### config.mk
export PLATFORM = sky130hd
export DESIGN_NAME = sm83_irq_dispatch
export DESIGN_NICKNAME = d
export VERILOG_FILES = /design/src/rtl/sm83_irq_pkg.sv /design/src/rtl/sm83_irq_prio.sv /design/src/rtl/sm83_irq_dispatch.sv
export SDC_FILE = /design/constraint.sdc
export NUM_CORES = 1
export LEC_CHECK = 0
export ABC_AREA = 0
export CORE_ASPECT_RATIO = 0.9
export CORE_MARGIN = 2
export CORE_UTILIZATION = 33
export CTS_CLUSTER_DIAMETER = 100
export DETAILED_ROUTE_END_ITERATION = 10
export PLACE_DENSITY = 0.82
export SYNTH_ARGS = -nofsm -noshare
export SYNTH_HDL_FRONTEND = slang
export SYNTH_SLANG_ARGS = --single-unit
### constraint.sdc
create_clock -name clk_i -period 1.5 [get_ports clk_i]
set_clock_uncertainty 0.15 [all_clocks]
set_input_delay 0.375 -clock clk_i [delete_from_list [all_inputs] [get_ports clk_i]]
set_output_delay 0.375 -clock clk_i [all_outputs]
set_load 0.01 [all_outputs]
### src/rtl/sm83_irq_pkg.sv
// Shared types, default vector map and reference priority encoder for the
// sm83 interrupt dispatch block.
package sm83_irq_pkg;

  typedef enum logic [2:0] {
    ST_IDLE   = 3'd0,
    ST_WAIT1  = 3'd1,
    ST_WAIT2  = 3'd2,
    ST_PUSH_H = 3'd3,
    ST_PUSH_L = 3'd4,
    ST_JUMP   = 3'd5
  } disp_state_e;

  localparam logic [15:0] VEC_BASE_DEFAULT   = 16'h0040;
  localparam logic [15:0] VEC_STRIDE_DEFAULT = 16'd8;

  // Reference encoder is sized for the largest source count the core supports.
  localparam int PRIO_MAX   = 8;
  localparam int PRIO_IDX_W = 3;

  // Returns {valid, idx} where idx is the lowest set bit of pending.
  function automatic logic [PRIO_IDX_W:0] prio_encode(input logic [PRIO_MAX-1:0] pending);
    logic [PRIO_IDX_W:0] r;
    r = '0;
    for (int i = PRIO_MAX - 1; i >= 0; i--) begin
      if (pending[i]) r = {1'b1, i[PRIO_IDX_W-1:0]};
    end
    return r;
  endfunction

endpackage

### src/rtl/sm83_irq_prio.sv
// Lowest-bit-wins priority encoder: one-hot grant, binary index and valid.
// Built as a ripple of grant/seen terms so each stage is a single and-or cell.
import sm83_irq_pkg::*;

module sm83_irq_prio #(
  parameter int NUM_IRQ = 5,
  parameter int IDX_W   = 3
) (
  input  logic [NUM_IRQ-1:0] pending_i,
  output logic [NUM_IRQ-1:0] grant_o,
  output logic [IDX_W-1:0]   idx_o,
  output logic               valid_o
);

  logic seen;

  always_comb begin
    seen    = 1'b0;
    grant_o = '0;
    idx_o   = '0;
    for (int i = 0; i < NUM_IRQ; i++) begin
      grant_o[i] = pending_i[i] & ~seen;
      seen       = seen | pending_i[i];
      if (grant_o[i]) idx_o = IDX_W'(i);
    end
    valid_o = seen;
  end

endmodule

### src/rtl/sm83_irq_dispatch.sv
// Interrupt arbiter and 5-M-cycle dispatch sequencer; also owns IME and HALT wake.
//
//   state     | meaning
//   ----------+------------------------------------------------
//   ST_IDLE   | normal execution, watching for a takeable IRQ
//   ST_WAIT1  | first internal wait M-cycle
//   ST_WAIT2  | second internal wait M-cycle
//   ST_PUSH_H | push PC[15:8]; arbitration sampled on exit
//   ST_PUSH_L | push PC[7:0]
//   ST_JUMP   | load PC from the sampled vector
import sm83_irq_pkg::*;

module sm83_irq_dispatch #(
  parameter int          NUM_IRQ    = 5,
  parameter logic [15:0] VEC_BASE   = VEC_BASE_DEFAULT,
  parameter logic [15:0] VEC_STRIDE = VEC_STRIDE_DEFAULT
) (
  input  logic               clk_i,
  input  logic               nreset_i,
  input  logic               mcyc_i,
  input  logic               insn_end_i,
  input  logic               ei_i,
  input  logic               di_i,
  input  logic               reti_i,
  input  logic               halted_i,
  input  logic [NUM_IRQ-1:0] if_req_i,
  input  logic [NUM_IRQ-1:0] ie_i,
  output logic               ime_o,
  output logic               busy_o,
  output logic               push_hi_o,
  output logic               push_lo_o,
  output logic               load_pc_o,
  output logic [15:0]        vector_o,
  output logic [NUM_IRQ-1:0] ack_o,
  output logic               wake_o
);

  localparam int IDX_W = (NUM_IRQ > 1) ? $clog2(NUM_IRQ) : 1;

  disp_state_e state_q, state_d;
  logic        ime_q, ime_d;
  logic        ime_pend_q, ime_pend_d;
  logic        ei_done_q, ei_done_d;
  logic [15:0] vector_q, vector_d;

  logic [NUM_IRQ-1:0] pending;
  logic [NUM_IRQ-1:0] grant;
  logic [IDX_W-1:0]   prio_idx;
  logic               prio_valid;
  logic               any;

  assign pending = if_req_i & ie_i;
  assign any     = |pending;

  sm83_irq_prio #(
    .NUM_IRQ (NUM_IRQ),
    .IDX_W   (IDX_W)
  ) u_prio (
    .pending_i (pending),
    .grant_o   (grant),
    .idx_o     (prio_idx),
    .valid_o   (prio_valid)
  );

  always_ff @(posedge clk_i or negedge nreset_i) begin
    if (!nreset_i) begin
      state_q    <= ST_IDLE;
      ime_q      <= 1'b0;
      ime_pend_q <= 1'b0;
      ei_done_q  <= 1'b0;
      vector_q   <= 16'h0000;
    end else begin
      state_q    <= state_d;
      ime_q      <= ime_d;
      ime_pend_q <= ime_pend_d;
      ei_done_q  <= ei_done_d;
      vector_q   <= vector_d;
    end
  end

  always_comb begin
    state_d    = state_q;
    ime_d      = ime_q;
    ime_pend_d = ime_pend_q;
    ei_done_d  = ei_done_q;
    vector_d   = vector_q;
    ack_o      = '0;

    if (mcyc_i) begin
      unique case (state_q)
        ST_IDLE: begin
          if (ime_q && any && (insn_end_i || halted_i)) begin
            state_d    = ST_WAIT1;
            ime_d      = 1'b0;
            ime_pend_d = 1'b0;
            ei_done_d  = 1'b0;
          end else if (di_i) begin
            ime_d      = 1'b0;
            ime_pend_d = 1'b0;
            ei_done_d  = 1'b0;
          end else begin
            if (reti_i) ime_d = 1'b1;
            // ei_done marks that the EI instruction itself has already ended.
            if (ei_i) begin
              ime_pend_d = 1'b1;
              ei_done_d  = insn_end_i;
            end else if (ime_pend_q && insn_end_i) begin
              if (ei_done_q) begin
                ime_d      = 1'b1;
                ime_pend_d = 1'b0;
                ei_done_d  = 1'b0;
              end else begin
                ei_done_d  = 1'b1;
              end
            end
          end
        end
        ST_WAIT1:  state_d = ST_WAIT2;
        ST_WAIT2:  state_d = ST_PUSH_H;
        ST_PUSH_H: begin
          state_d  = ST_PUSH_L;
          ack_o    = grant;
          vector_d = prio_valid ? (VEC_BASE + 16'(prio_idx) * VEC_STRIDE) : 16'h0000;
        end
        ST_PUSH_L: state_d = ST_JUMP;
        ST_JUMP:   state_d = ST_IDLE;
        default:   state_d = ST_IDLE;
      endcase
    end
  end

  assign ime_o     = ime_q;
  assign busy_o    = (state_q != ST_IDLE);
  assign push_hi_o = (state_q == ST_PUSH_H);
  assign push_lo_o = (state_q == ST_PUSH_L);
  assign load_pc_o = (state_q == ST_JUMP);
  assign vector_o  = vector_q;
  assign wake_o    = halted_i & any;

  prio_matches_ref: assert property (@(posedge clk_i) disable iff (!nreset_i)
    {prio_valid, PRIO_IDX_W'(prio_idx)} == prio_encode(PRIO_MAX'(pending)));

endmodule

==> results.sh <==
export IMPL_outcome="finished, violations left"
export IMPL_violations="setup timing"
export IMPL_netlist_area_leader_share_pct=34.0
export IMPL_firstDrtPassIters=4
export IMPL_grt_pass1_wl_um=3590
export IMPL_vias=831
export IMPL_post_synth_num_cell_types=30
export IMPL_p_switching_mw=0.697
export IMPL_startpoint_type="flop"
export IMPL_drtAntennaViolNets=0
export IMPL_yosysWarnings=0
export IMPL_postCtsHoldBufs=0
export IMPL_pre_cts_ws_ns=-1.04
export IMPL_wl_um=2300
export IMPL_grt_max_degree=11
export IMPL_hpwlAfterDp_um=1600
export IMPL_cts_path_max_buffers=2
export IMPL_path_max_fanout=4
export IMPL_min_period_ns=1.93
export IMPL_clock_sinks=10
export IMPL_antenna_found_initial=0
export IMPL_cp_arrival_ns=1.40
export IMPL_nNetsFinal=163
export IMPL_pwr_share_seq_pct=27.5
export IMPL_ioPinCount=45
export IMPL_clkPwrFrac_pct=10.1
export IMPL_synth_flop_cell="dfrtp_1"
export IMPL_drive_gt1_share_pct=45.5
export IMPL_htree_num_levels=1
export IMPL_drt_iter0_markers=7
export IMPL_end_kind="output port"
export IMPL_syn_area_um2=736
export IMPL_routedWlPerCell_um=13.6
export IMPL_dieHeight_um=48.8
export IMPL_p_total_mw=1.78
export IMPL_rows=16
export IMPL_cts_root_buf="clkbuf_4"
export IMPL_start_util_pct=34.3
export IMPL_hold_viol_final=0
export IMPL_synth_cells_most_frequent="buf_4 (13), nand2_1 (13), dfrtp_1 (10), o21ai_0 (8), nor2_1 (6)"
export IMPL_grt_overflow_total=0
export IMPL_path_class="flop to output port"
export IMPL_ir_worst_vdd_mv=0.857
export IMPL_p_comb_share_pct=62.4
export IMPL_die_area_um2=2620
export IMPL_die_w_um=53.8
export IMPL_setup_violations=16
export IMPL_yosysTopAreaCell="dfrtp_1"
export IMPL_async_flop_share_pct=100
export IMPL_place_congestion=0.774
export IMPL_grt_pass1_vias=828
export IMPL_ys_seq_elements=10
export IMPL_max_freq_mhz=519
export IMPL_synthCells=84
export IMPL_antenna_cells=0
export IMPL_p_sw_share_pct=39.1
export IMPL_drv_cap=0
export IMPL_grt_usage_pct=18.8
export IMPL_crit_required_ns=0.97
export IMPL_port_buffers=32
export IMPL_rsz0062_at_grt="yes"
export IMPL_core_um2=2140
export IMPL_p_int_mw=1.09
export IMPL_finalWorstSetupSlack_ns=-0.426
export IMPL_synthTopCellsByArea="dfrtp_1 (34%), buf_4 (13%), nand2_1 (6.6%)"
export IMPL_slew_violations=0
export IMPL_hp_class="primary input to async pin"
export IMPL_pwr_density_cell_nw_per_um2=1340
export IMPL_syn_to_final_growth_pct=80.4
export IMPL_ys_seq_area_share_pct=34.0
export IMPL_vias_per_cell=4.89
export IMPL_avgSynthCellArea_um2=8.76
export IMPL_cts_buffers=3
export IMPL_drc=0
export IMPL_post_route_period_util_pct=128
export IMPL_clk_pin_slew_ns=0.06
export IMPL_p_leak_nw=0.664
export IMPL_clk_latency_ns=0.26
export IMPL_cts_tree="done"
export IMPL_synth_edf_count=0
power groups by stage:
stage	clock network (mW)	logic [mW]	registers (mW)
2_1_floorplan	0	0.546	0.501
3_3_place_gp	0	0.941	0.487
3_5_place_dp	0	0.972	0.493
4_1_cts	0.189	1.02	0.486
5_1_grt	0.204	1.21	0.504
6_report	0.180	1.11	0.491
state kept, by name, summed over array words and instances (netlist names):
name / cells
ei_done_q: 1
ime_o: 1
ime_pend_q: 1
state_q: 3
vector_o: 4
worst max-delay path: stages (launching register included):
cell and delay [ns]:
dfrtp_1 0.37, buf_6 0.11, nand4b_4 0.11, a21oi_4 0.19, nand2_4 0.11, nor2_4 0.12
buf_6 0.12
cells in the final DEF (no fill, tap or decap), types with 2 or more instances in the layout:
master / netlist / final
nand2_1: 13 / 11
a32oi_2: 0 / 2
inv_1: 3 / 3
buf_2: 1 / 8
dlygate4sd2_1: 0 / 7
o21ai_0: 8 / 4
nor2_4: 0 / 3
clkbuf_4: 0 / 3
o21ai_2: 0 / 2
clkdlybuf4s15_1: 0 / 5
a21o_1: 2 / 2
nor2_1: 6 / 3
buf_4: 13 / 23
dfrtp_1: 10 / 10
clkdlybuf4s50_1: 0 / 6
o21ai_1: 0 / 2
a21oi_1: 5 / 3
a21oi_4: 0 / 2
conb_1: 1 / 12
buf_6: 1 / 10
stage by stage:
step | hold slack [ns] | cell area (um^2) | std cells | util, % | setup TNS [ns]
after floorplan | -0.0706 | 815 | 95 | - | -0.560
after global placement | 0.312 | 1170 | 155 | 54.6 | -10.89
after detailed placement | 0.317 | 1170 | 155 | 54.6 | -11.28
after CTS | 0.257 | 1270 | 166 | 59.4 | -3.16
after global routing | 0.279 | 1330 | 170 | 62.0 | -4.80
final | 0.277 | 1330 | 170 | 62.0 | -3.67
path summary, 6_finish.rpt:
path | slack, ns | depth (start not counted) | to | start
worst max-delay path | -0.43 | 6 | ack_o[2] | state_q[0]$_DFFE_PN0P_
min in group clk_i | 0.28 | 3 | vector_o[3]$_DFFE_PN0P_ | ie_i[1]
worst min register to register | 0.32 | 1 | vector_o[6]$_DFFE_PN0P_ | vector_o[6]$_DFFE_PN0P_
max in group asynchronous | 0.60 | 1 | vector_o[3]$_DFFE_PN0P_ | nreset_i
worst min-delay path | 0.28 | 1 | vector_o[5]$_DFFE_PN0P_ | nreset_i
worst max register to register | -0.16 | 8 | vector_o[3]$_DFFE_PN0P_ | state_q[0]$_DFFE_PN0P_
repair_timing:
| action | 4_1_cts | 5_1_grt |
|---|---|---|
| pin swaps | 8 | 13 |
| resized for setup | 93 | 8 |
| endpoints found under the setup margin | 21 | 18 |
| buffers inserted | 8 | 6 |
routing by layer:
layer | GRT usage, % | share of wire [%]
met1 | 19.4 | 35
met2 | 31.3 | 53
met3 | 8.28 | 7.2
met4 | 9.40 | 4.6
met5 | 0 | 0
cells by family (layout without fill, tap and decap cells):
| family | Yosys count | count (layout) | share of synthesized area [%] |
|---|---|---|---|
| buffers and inverters | 18 | 66 | 17.0 |
| flip-flops | 10 | 10 | 34.0 |
| multiplexers | 1 | 1 | 1.36 |
| AO/OA/AOI/OAI | 25 | 25 | 23.1 |
| AND/OR/NAND/NOR | 29 | 29 | 24.0 |
| other | 1 | 12 | 0.510 |
area by class of cell:
type,instances,area (um^2)
fill,177,815
tap,27,33.8
multi-input combinational,67,502
clock buffer,3,22.5
inverter,3,11.3
timing repair buffer,60,508
sequential,10,250
(Power assumes the default switching activity.)
